<file path="src/rtl/instr_fetch_pkg.sv">
// ---------------------------------------------------------------------------
// instr_fetch_pkg
// Shared definitions for the instruction fetch stage: datapath width,
// default reset PC and buffer depth, the fetch FSM state type, and the
// decoder opcode field values for branch/jal/jalr. These are used by the
// fetch RTL, the decoder and the benches.
// No ports (package).
// ---------------------------------------------------------------------------
package instr_fetch_pkg;

  localparam int XLEN = 32;

  localparam logic [XLEN-1:0] DEFAULT_RESET_PC  = 32'h0000_0000;
  localparam int              DEFAULT_BUF_DEPTH = 2;

  // Values of inst[6:2] for control-transfer instructions
  localparam logic [4:0] OPC_BRANCH = 5'b11000;
  localparam logic [4:0] OPC_JAL    = 5'b11011;
  localparam logic [4:0] OPC_JALR   = 5'b11001;

  // FETCH: may issue a request, WAIT: one request outstanding,
  // DRAIN: outstanding request was redirected away, its data is dropped,
  // HALT: misaligned redirect seen, only reset leaves this state
  typedef enum logic [1:0] {
    FETCH = 2'd0,
    WAIT  = 2'd1,
    DRAIN = 2'd2,
    HALT  = 2'd3
  } fetch_state_t;

endpackage

</file>
<file path="src/rtl/instr_fetch_if.sv">
// ---------------------------------------------------------------------------
// instr_fetch_if
// Instruction memory read bus between the fetch stage and instruction memory.
// Request channel: req_valid/req_ready handshake with a word-aligned byte
// address. Response channel: rsp_valid qualifies rsp_data; there is no
// backpressure on responses.
//   master modport : fetch stage (drives req_valid, addr)
//   slave modport  : instruction memory (drives req_ready, rsp_valid, rsp_data)
// ---------------------------------------------------------------------------
interface instr_fetch_if;
  import instr_fetch_pkg::*;

  logic            req_valid;
  logic            req_ready;
  logic [XLEN-1:0] addr;
  logic            rsp_valid;
  logic [XLEN-1:0] rsp_data;

  modport master (
    output req_valid,
    output addr,
    input  req_ready,
    input  rsp_valid,
    input  rsp_data
  );

  modport slave (
    input  req_valid,
    input  addr,
    output req_ready,
    output rsp_valid,
    output rsp_data
  );

endinterface

</file>
<file path="src/rtl/instr_fetch_fifo.sv">
// ---------------------------------------------------------------------------
// instr_fetch_fifo
// Small instruction buffer for the fetch stage. Holds DEPTH entries of
// WIDTH bits ({pc, inst} in the fetch stage). Synchronous reset and a
// synchronous clear that wins over push and pop in the same cycle.
// Ports:
//   clk, rst    clock, synchronous active-high reset
//   clear       drop all entries this cycle
//   push        write push_data at the tail (caller guarantees not full)
//   pop         discard the head entry (caller guarantees not empty)
//   push_data   entry to write
//   head        current head entry (stale when empty)
//   empty       no entries held
//   count       number of entries held, 0..DEPTH
// DEPTH must be a power of two so the pointers wrap naturally.
// ---------------------------------------------------------------------------
module instr_fetch_fifo #(
  parameter int DEPTH = 2,
  parameter int WIDTH = 64
) (
  input  logic                   clk,
  input  logic                   rst,
  input  logic                   clear,
  input  logic                   push,
  input  logic                   pop,
  input  logic [WIDTH-1:0]       push_data,
  output logic [WIDTH-1:0]       head,
  output logic                   empty,
  output logic [$clog2(DEPTH):0] count
);

  localparam int AW = $clog2(DEPTH);

  logic [WIDTH-1:0] mem [DEPTH];
  logic [AW-1:0]    rd_ptr;
  logic [AW-1:0]    wr_ptr;

  // Storage needs no reset: count says which slots are meaningful
  always_ff @(posedge clk) begin
    if (push && !clear) begin
      mem[wr_ptr] <= push_data;
    end
  end

  always_ff @(posedge clk) begin
    if (rst || clear) begin
      rd_ptr <= '0;
      wr_ptr <= '0;
      count  <= '0;
    end else begin
      if (push) begin
        wr_ptr <= wr_ptr + 1'b1;
      end
      if (pop) begin
        rd_ptr <= rd_ptr + 1'b1;
      end
      case ({push, pop})
        2'b10:   count <= count + 1'b1;
        2'b01:   count <= count - 1'b1;
        default: count <= count;
      endcase
    end
  end

  assign head  = mem[rd_ptr];
  assign empty = (count == '0);

endmodule

</file>
<file path="src/rtl/instr_fetch.sv">
// ---------------------------------------------------------------------------
// instr_fetch
// Fetch stage in front of the main decoder. Owns the PC, issues one word
// read at a time to instruction memory, buffers returned words with their
// PC, and presents the head instruction, its PC and opcode field inst[6:2].
// Redirects (taken branch / jal / jalr) flush the buffer and restart fetch;
// a misaligned redirect target halts fetch until reset.
// Ports:
//   clk, rst        clock, synchronous active-high reset
//   imem            instruction memory bus (instr_fetch_if.master)
//   redirect_valid  redirect this cycle
//   redirect_pc     new fetch target
//   stall           decoder cannot take the head instruction
//   inst_valid      head instruction valid
//   inst, inst_pc   head instruction and its PC (zero when empty)
//   opcode          inst[6:2]
//   misalign_err    sticky, set by a misaligned redirect target
// Optional feature (macro FETCH_PERF_CNT_EN): adds perf_fetched (entries
// pushed) and perf_flushed (entries or responses thrown away by redirects).
// ---------------------------------------------------------------------------
module instr_fetch
  import instr_fetch_pkg::*;
#(
  parameter logic [XLEN-1:0] RESET_PC  = DEFAULT_RESET_PC,
  parameter int              BUF_DEPTH = DEFAULT_BUF_DEPTH
) (
  input  logic             clk,
  input  logic             rst,
  instr_fetch_if.master    imem,
  input  logic             redirect_valid,
  input  logic [XLEN-1:0]  redirect_pc,
  input  logic             stall,
  output logic             inst_valid,
  output logic [XLEN-1:0]  inst,
  output logic [XLEN-1:0]  inst_pc,
  output logic [4:0]       opcode,
  output logic             misalign_err
`ifdef FETCH_PERF_CNT_EN
  ,
  output logic [XLEN-1:0]  perf_fetched,
  output logic [XLEN-1:0]  perf_flushed
`endif
);

  localparam int CNT_W = $clog2(BUF_DEPTH) + 1;

  fetch_state_t      state;
  logic [XLEN-1:0]   pc;
  logic [XLEN-1:0]   req_pc;

  logic              flush;
  logic              misaligned;
  logic              req_fire;
  logic              push;
  logic              pop;
  logic [2*XLEN-1:0] fifo_head;
  logic              fifo_empty;
  logic [CNT_W-1:0]  fifo_count;

  // A redirect in HALT is ignored: fetch is dead until reset
  assign flush      = redirect_valid && (state != HALT);
  assign misaligned = redirect_pc[1:0] != 2'b00;

  // Only FETCH issues, so at most one request is ever outstanding. Issuing
  // only while a slot is free reserves room for the response.
  assign imem.req_valid = !rst && (state == FETCH) && !redirect_valid &&
                          (fifo_count < CNT_W'(BUF_DEPTH));
  assign imem.addr      = pc;
  assign req_fire       = imem.req_valid && imem.req_ready;

  // A response arriving with a redirect is dropped; in FETCH/DRAIN/HALT
  // a response is stale and never pushed
  assign push = (state == WAIT) && imem.rsp_valid && !redirect_valid;
  assign pop  = !fifo_empty && !stall && !flush;

  instr_fetch_fifo #(
    .DEPTH (BUF_DEPTH),
    .WIDTH (2*XLEN)
  ) u_fetch_fifo (
    .clk       (clk),
    .rst       (rst),
    .clear     (flush),
    .push      (push),
    .pop       (pop),
    .push_data ({req_pc, imem.rsp_data}),
    .head      (fifo_head),
    .empty     (fifo_empty),
    .count     (fifo_count)
  );

  // Fetch control. A redirect outranks the normal flow. When it catches a
  // request in flight we must still swallow that response (DRAIN), unless
  // the response shows up in the redirect cycle itself, in which case it is
  // dropped right there and fetch can restart immediately.
  always_ff @(posedge clk) begin
    if (rst) begin
      state        <= FETCH;
      pc           <= RESET_PC;
      req_pc       <= RESET_PC;
      misalign_err <= 1'b0;
    end else if (flush) begin
      if (misaligned) begin
        state        <= HALT;
        misalign_err <= 1'b1;
      end else begin
        pc <= redirect_pc;
        case (state)
          WAIT, DRAIN: state <= imem.rsp_valid ? FETCH : DRAIN;
          default:     state <= FETCH;
        endcase
      end
    end else begin
      case (state)
        FETCH: begin
          if (req_fire) begin
            req_pc <= pc;
            pc     <= pc + 32'd4;
            state  <= WAIT;
          end
        end
        WAIT, DRAIN: begin
          if (imem.rsp_valid) begin
            state <= FETCH;
          end
        end
        default: state <= HALT;
      endcase
    end
  end

  assign inst_valid = !fifo_empty;
  assign inst       = fifo_empty ? '0 : fifo_head[XLEN-1:0];
  assign inst_pc    = fifo_empty ? '0 : fifo_head[2*XLEN-1:XLEN];
  assign opcode     = inst[6:2];

`ifdef FETCH_PERF_CNT_EN
  logic rsp_discard;

  // Responses thrown away because of a redirect: the one in DRAIN, or one
  // landing in WAIT together with the redirect
  assign rsp_discard = imem.rsp_valid &&
                       ((state == DRAIN) || ((state == WAIT) && flush));

  // Both counters wrap silently
  always_ff @(posedge clk) begin
    if (rst) begin
      perf_fetched <= '0;
      perf_flushed <= '0;
    end else begin
      if (push) begin
        perf_fetched <= perf_fetched + 32'd1;
      end
      perf_flushed <= perf_flushed
                    + (flush ? XLEN'(fifo_count) : 32'd0)
                    + {{(XLEN-1){1'b0}}, rsp_discard};
    end
  end
`else
  // Performance counters not built
`endif

endmodule

</file>
<file path="src/flat_wrapper.sv">
// flat-port wrapper written by rule: the top's interface ports become plain ports
module instr_fetch_flat import instr_fetch_pkg::*;
#(
  parameter logic [XLEN-1:0] RESET_PC  = DEFAULT_RESET_PC,
  parameter int              BUF_DEPTH = DEFAULT_BUF_DEPTH
)
  (clk, rst, redirect_valid, redirect_pc, stall, inst_valid, inst, inst_pc, opcode, misalign_err, imem_req_valid, imem_addr, imem_req_ready, imem_rsp_valid, imem_rsp_data);
  instr_fetch_if imem_i ();
  input  logic clk;
  input  logic rst;
  input  logic redirect_valid;
  input  logic [XLEN-1:0] redirect_pc;
  input  logic stall;
  output logic inst_valid;
  output logic [XLEN-1:0] inst;
  output logic [XLEN-1:0] inst_pc;
  output logic [4:0] opcode;
  output logic misalign_err;
  output wire logic [$bits(imem_i.req_valid)-1:0] imem_req_valid;
  output wire logic [$bits(imem_i.addr)-1:0] imem_addr;
  input wire logic [$bits(imem_i.req_ready)-1:0] imem_req_ready;
  input wire logic [$bits(imem_i.rsp_valid)-1:0] imem_rsp_valid;
  input wire logic [$bits(imem_i.rsp_data)-1:0] imem_rsp_data;
  assign imem_req_valid = imem_i.req_valid;
  assign imem_addr = imem_i.addr;
  assign imem_i.req_ready = imem_req_ready;
  assign imem_i.rsp_valid = imem_rsp_valid;
  assign imem_i.rsp_data = imem_rsp_data;
  instr_fetch #(.RESET_PC(RESET_PC), .BUF_DEPTH(BUF_DEPTH)) u_core (.clk(clk), .rst(rst), .imem(imem_i), .redirect_valid(redirect_valid), .redirect_pc(redirect_pc), .stall(stall), .inst_valid(inst_valid), .inst(inst), .inst_pc(inst_pc), .opcode(opcode), .misalign_err(misalign_err));
endmodule
</file>
<file path="config.mk">
export PLATFORM = sky130hd
export DESIGN_NAME = instr_fetch_flat
export DESIGN_NICKNAME = d
export VERILOG_FILES = /design/src/rtl/instr_fetch_pkg.sv /design/src/rtl/instr_fetch_if.sv /design/src/rtl/instr_fetch_fifo.sv /design/src/rtl/instr_fetch.sv /design/src/flat_wrapper.sv
export SDC_FILE = /design/constraint.sdc
export NUM_CORES = 1
export LEC_CHECK = 0
export CAP_MARGIN = 20
export CELL_PAD_IN_SITES_DETAIL_PLACEMENT = 0
export CELL_PAD_IN_SITES_GLOBAL_PLACEMENT = 2
export CORE_ASPECT_RATIO = 1.4
export CORE_MARGIN = 4
export CORE_UTILIZATION = 24
export DETAILED_ROUTE_END_ITERATION = 6
export GPL_TIMING_DRIVEN = 0
export PLACE_DENSITY = 0.67
export SLEW_MARGIN = 20
export SYNTH_ARGS = -nofsm -noshare
export SYNTH_HDL_FRONTEND = slang
export SYNTH_SLANG_ARGS = --single-unit
</file>
<file path="constraint.sdc">
create_clock -name clk -period 4.8 [get_ports clk]
set_input_delay 0.48 -clock clk [delete_from_list [all_inputs] [get_ports clk]]
set_output_delay 0.48 -clock clk [all_outputs]
set_load 0.05 [all_outputs]
</file>
# Word level (Yosys, flattened, before mapping)
# Memory sizes are Yosys's and may differ from the RTL's. A register that Yosys moved wholly into a read port is not among the register bits.
# Cells that the tools add are included.
[totals]
reg_bits = 71
ramBits = 128
inputBits = 70
wordCells = 68
n_memories = 1
[mem_list]
columns = ["name", "words", "word_bits", "rd", "rd_clocked_by_memory_dff", "wr", "line_no", "text"]
rows = [
  ["u_core.u_fetch_fifo.mem", 2, 64, 1, 1, 1, "instr_fetch_fifo.sv:34", "logic [WIDTH-1:0] mem [DEPTH];"],
]
[classes]
addsub = 5
n_lt_le_gt_ge = 1
n_eq_ne = 8
muxes = 18
bitwise_logic = 1
reduce_logical = 27
[ops]
columns = ["cell", "n"]
rows = [
  ["2-to-1 mux 32 bit", 6],
  ["adder 32 x 3 -> 32 bit (second input constant)", 1],
  ["2-to-1 mux 2 bit", 6],
  ["logical AND 1 bit", 10],
  ["one-hot mux 2 bit (2 select lines)", 2],
  ["nonzero test 2 bit", 4],
  ["AND reduction 3 bit", 2],
  ["zero test 1 bit", 5],
  ["equality test 2 x 1 -> 1 bit (second input constant)", 2],
  ["equality test 2 bit (second input constant)", 2],
  ["zero test 2 bit", 2],
  ["2-to-1 mux 1 bit", 4],
  ["inequality test 2 bit (second input constant)", 2],
  ["AND reduction 2 bit", 2],
  ["inequality test 3 x 1 -> 1 bit (second input constant)", 1],
  ["inequality test 3 x 2 -> 1 bit (second input constant)", 1],
  ["adder 1 bit (second input constant)", 2],
  ["adder 2 x 1 -> 2 bit (second input constant)", 1],
  ["less-than comparator 2 bit (second input constant)", 1],
  ["OR reduction 2 bit", 1],
  ["subtractor 2 x 1 -> 2 bit (second input constant)", 1],
  ["logical OR 1 bit", 1],
  ["NOT 1 bit", 1],
]

# Longest topological paths before layout
[depth]
depth_word = 8
ltp_mapped = 9
depth_no_buf = 7

# By module
# From an unflattened synthesis, not the netlist that was laid out.
[hier_totals]
cells_unflattened = 722
hier_area_um2 = 8559.5
[by_module_without_submodules]
columns = ["module", "instances", "cells_per_inst", "area_per_inst_um2", "seq_area_each_um2"]
rows = [
  ["instr_fetch_fifo", 1, 220, 4805.9, 3943.8],
  ["instr_fetch", 1, 502, 3753.6, 1341.3],
]

# Worst setup path after synthesis
# Ideal clock, no wire load.
[synth_timing]
kind = "input to register"
startpoint = "input redirect_valid"
endpoint = "memory u_core.u_fetch_fifo.mem[0][0] (enable)"
setup_ps = 487
arrival_ps = 3403
path_slack_ps = 910
cell_stages = 2
path_cell_list = "nand3b_1 > nor2_1"
[synth_via]
elab_chain_len = 5
elab_cells_between_ends = 7
cone_classes = "2 x mux; 5 x reduce/logical"
[synth_rtl]
columns = ["item", "line_no", "text"]
rows = [
  ["from (decl)", "flat_wrapper.sv:11", "input logic redirect_valid;"],
  ["zero test 1 bit / logical AND 1 bit (equally long branches)", "instr_fetch.sv:73, instr_fetch.sv:61", ""],
  ["logical AND 1 bit / zero test 1 bit (equally long branches)", "instr_fetch.sv:73, instr_fetch_fifo.sv:40", ""],
  ["logical AND 1 bit *", "instr_fetch_fifo.sv:40", "if (push && !clear) begin"],
  ["2-to-1 mux 1 bit *", "instr_fetch_fifo.sv:40", ""],
  ["2-to-1 mux 1 bit (implied by the code) *", "instr_fetch_fifo.sv:41", "mem[wr_ptr] <= push_data;"],
  ["to (decl)", "instr_fetch_fifo.sv:34", ""],
]
# Mark *: on every way between the ends. The rest lies on a longest branch, timed or not.

==> summary.md <==
| Metric | Value |
|---|---|
| Rows | 80 |
| CTS H-Tree Depth | 4 |
| Async set or reset register ratio after synthesis | 0 |
| RSZ-0062 raised after global routing | false |
| Synth warn | 0 |
| Core Region | 34130 µm² |
| Antenna cells | 0 |
| Io pins | 174 |
| Overflow after GRT | 0 |
| HP Class | reg -> reg |
| Post-synth EDFFs | 128 |
| Cell Pwr Density | 324.0 nW/µm² |
| Seq cells post-synth | 200 |
| Post-CTS Setup Bufs | 0 |
| Fin util | 0.3318 |
| RR Endpoint | u_core.u_fetch_fifo.count[1]$_SDFFE_PP0P_ |
| Run status | finished clean |
| DRC | 0 |
| Max Cap Viol | 0 |
| Total length of routed wires | 25.24 mm |
| Final Hold Vio Count | 0 |
| Placed instance area | 10770 µm² |
| Hold Startpoint | u_core.req_pc[5]$_SDFFE_PP0P_ |
| Critical path class | reg -> out |
| Longest Clk Path Bufs | 2 |
| Synthesized cell area | 8318 µm² |
| Crit path arrival time | 3.19 ns |
| Share of cells above drive strength 1 | 0.06376 |
| Hold buffer count at cts | 0 |
| Initial Util | 0.2437 |
| Slew @ Worst Pin | 0.9236 ns |
| Max IR drop VDD | 150.3 µV |
| Final setup violation count | 0 |
| Drt wl/cell | 18.13 µm |
| Filler Cell Count | 3417 |
| Max-slew violation count | 0 |
| DRT antenna net count | 0 |
| Period utilization | 0.7645 |
| Final hold slack | 0.4551 ns |
| Cts bufs inserted | 17 |
| Die width | 165.3 µm |
| Setup crit end kind | output pin |
| Clock transition at path regs | 0.07 ns |
| Post-synth cell types | 54 |
| WHS Path Cells | 0 |
| Worst Hold Endpoint | u_core.u_fetch_fifo.mem[0][37]$_DFFE_PP_ |
| Final net count | 1003 |
| R2R Setup Slk | 1.77 ns |
| TritonCTS Sinks | 200 |
| Die ar. | 37740 µm² |
| Critical Path RT | 4.32 ns |
| Area growth, synth to finish | 36.16% |
| Pin count of the biggest net entering global routing | 23 |
| Slew headroom | 0.3795 |
| Cts repair resizes | 0 |
| Top FF cell, synth | edfxtp_1 |
| Final worst path period need | 3.670 ns |
| Vias per inst | 4.406 |
| Syn avg cell area | 11.38 µm² |
| Drt first pass iters | 5 |
| Tot Pwr | 3.670 mW |
| DRT iter0 DRCs | 339 |
| Critical path peak fanout | 10 |
| Post-synthesis sequential area ratio | 0.6354 |
| Fin area | 11330 µm² |
| First-pass GRT wire length | 38.32 mm |
| Initial antenna violation count | 0 |
| Mapped Cells | 731 |
| GR Util All Layers | 0.1353 |
| Via count | 6133 |
| Syn nets | 806 |
| Fin Clk Skew | 0.01547 ns |
| Vias in the first global route | 6209 |
| GP Congestion | 0.8131 |
| IO buf count | 172 |
| Reg2Reg Depth | 8 |
| Height of the die | 228.3 µm |
| Lkg Pwr | 3.554 nW |
| Fmax | 0.2725 GHz |
| Reg2Reg Launch Point | u_core.state[0]$_SDFFE_PP0P_ |
| Clock Root Buffer | clkbuf_16 |
| CTS tree | done |
| Startpoint Class | register |
| DP HPWL | 19.04 mm |
| Worst skew pair latency | 0.45 ns |
cells in the mapped netlist (5+ instances only):
master / count / area, µm²
clkbuf_1: 30 / 112.6
a31oi_1: 8 / 50.05
nor2_1: 95 / 356.6
and2_1: 5 / 31.28
nor4_1: 5 / 31.28
o21ai_0: 20 / 100.1
a21oi_1: 56 / 280.3
or3_1: 6 / 37.54
buf_1: 11 / 41.29
edfxtp_1: 128 / 3844
inv_1: 7 / 26.28
o31ai_1: 5 / 37.54
and3_1: 10 / 62.56
buf_4: 5 / 37.54
nand2_1: 102 / 382.9
nand4_1: 10 / 62.56
a22oi_1: 6 / 45.04
buf_2: 5 / 25.02
nand3_1: 17 / 85.08
ha_1: 5 / 62.56
dfxtp_1: 72 / 1441
nor3_1: 8 / 40.04
mux2i_1: 67 / 670.6
state kept, by name, indices dropped and copies added (netlist names), named ones only:
signal                      count
u_core.state                    2
u_core.misalign_err             1
u_core.imem.addr               32
u_core.u_fetch_fifo.wr_ptr      1
u_core.u_fetch_fifo.count       2
u_core.u_fetch_fifo.mem       128
u_core.u_fetch_fifo.rd_ptr      1
u_core.req_pc                  32
stage by stage:
| stage | std cells | TNS [ns] | setup WS (ns) |
|---|---|---|---|
| detailed placement | 1360 | 0 | 1.245 |
| CTS | 1392 | 0 | 0.8965 |
| finish | 1392 | 0 | 1.130 |
| global route | 1392 | 0 | 0.7522 |
| floorplan | 731 | 0 | 0.9100 |
| global placement | 1354 | -198.46 | -1.556 |
routing by layer:
| layer | vias to the layer above | track usage | routed length (µm) |
|---|---|---|---|
| met5 | - | 0 | 0 |
| met4 | 0 | 0.04901 | 537 |
| met3 | 25 | 0.02889 | 1028 |
| met2 | 153 | 0.2407 | 13130 |
| met1 | 2908 | 0.1583 | 10540 |
| li1 | 3047 | - | - |
kinds of logic (layout without fill, tap and decap cells):
logic type,count (synthesis),in the layout,share of synthesized area
mux,70,70,0.08469
simple gates,274,274,0.1524
compound gates,121,121,0.08770
xor+xnor,3,3,0.003159
buf+inv,58,268,0.02918
flops,200,200,0.6354
fa+ha+maj,5,5,0.007521
layout by cell type, fill, tap and decap left out, types with 6 or more instances in the layout:
cell	n
and3_1	10
mux2i_1	67
nand3_1	17
o21ai_0	20
dfxtp_1	72
inv_1	7
nor3_1	8
clkbuf_1	32
a21oi_1	56
a22oi_1	6
nand4_1	10
nor2_1	93
nand2_1	102
edfxtp_1	128
buf_1	11
clkinvlp_4	8
clkbuf_16	17
a31oi_1	8
or3_1	6
clkdlybuf4s50_1	172
worst max-delay path by stage:
stage / cells past startpoint / to
finish: 6 / opcode[2]
global route: 6 / opcode[2]
CTS: 6 / opcode[2]
detailed placement: 8 / u_core.u_fetch_fifo.count[1]$_SDFFE_PP0P_
global placement: 3 / u_core.u_fetch_fifo.mem[1][6]$_DFFE_PP_
floorplan: 2 / u_core.u_fetch_fifo.mem[0][0]$_DFFE_PP_
power by group:
group	internal, mW	switching, mW	total [mW]
sequential	1.86	0.0419	1.90
clock	0.720	0.650	1.37
combinational	0.155	0.244	0.399
total	2.73	0.936	3.67
critical path, cell delays in order, from the launching register on:
cell	delay (ns)
dfxtp_1	0.31
clkbuf_1	0.53
buf_1	0.66
mux2i_1	0.18
nor2_1	0.16
buf_4	0.12
clkdlybuf4s50_1	0.78
area by class of cell:
class | instances | area, µm² | area share
sequential | 200 | 5285 | 0.4666
multi-input combinational | 473 | 2805 | 0.2477
timing repair buffer | 178 | 1872 | 0.1653
tap | 451 | 564.3 | 0.04982
clock buffer | 19 | 432.9 | 0.03822
buffer | 51 | 216.5 | 0.01911
clock inverter | 13 | 123.9 | 0.01094
inverter | 7 | 26.28 | 0.002320
No activity file was read; power rests on OpenSTA's default activity.
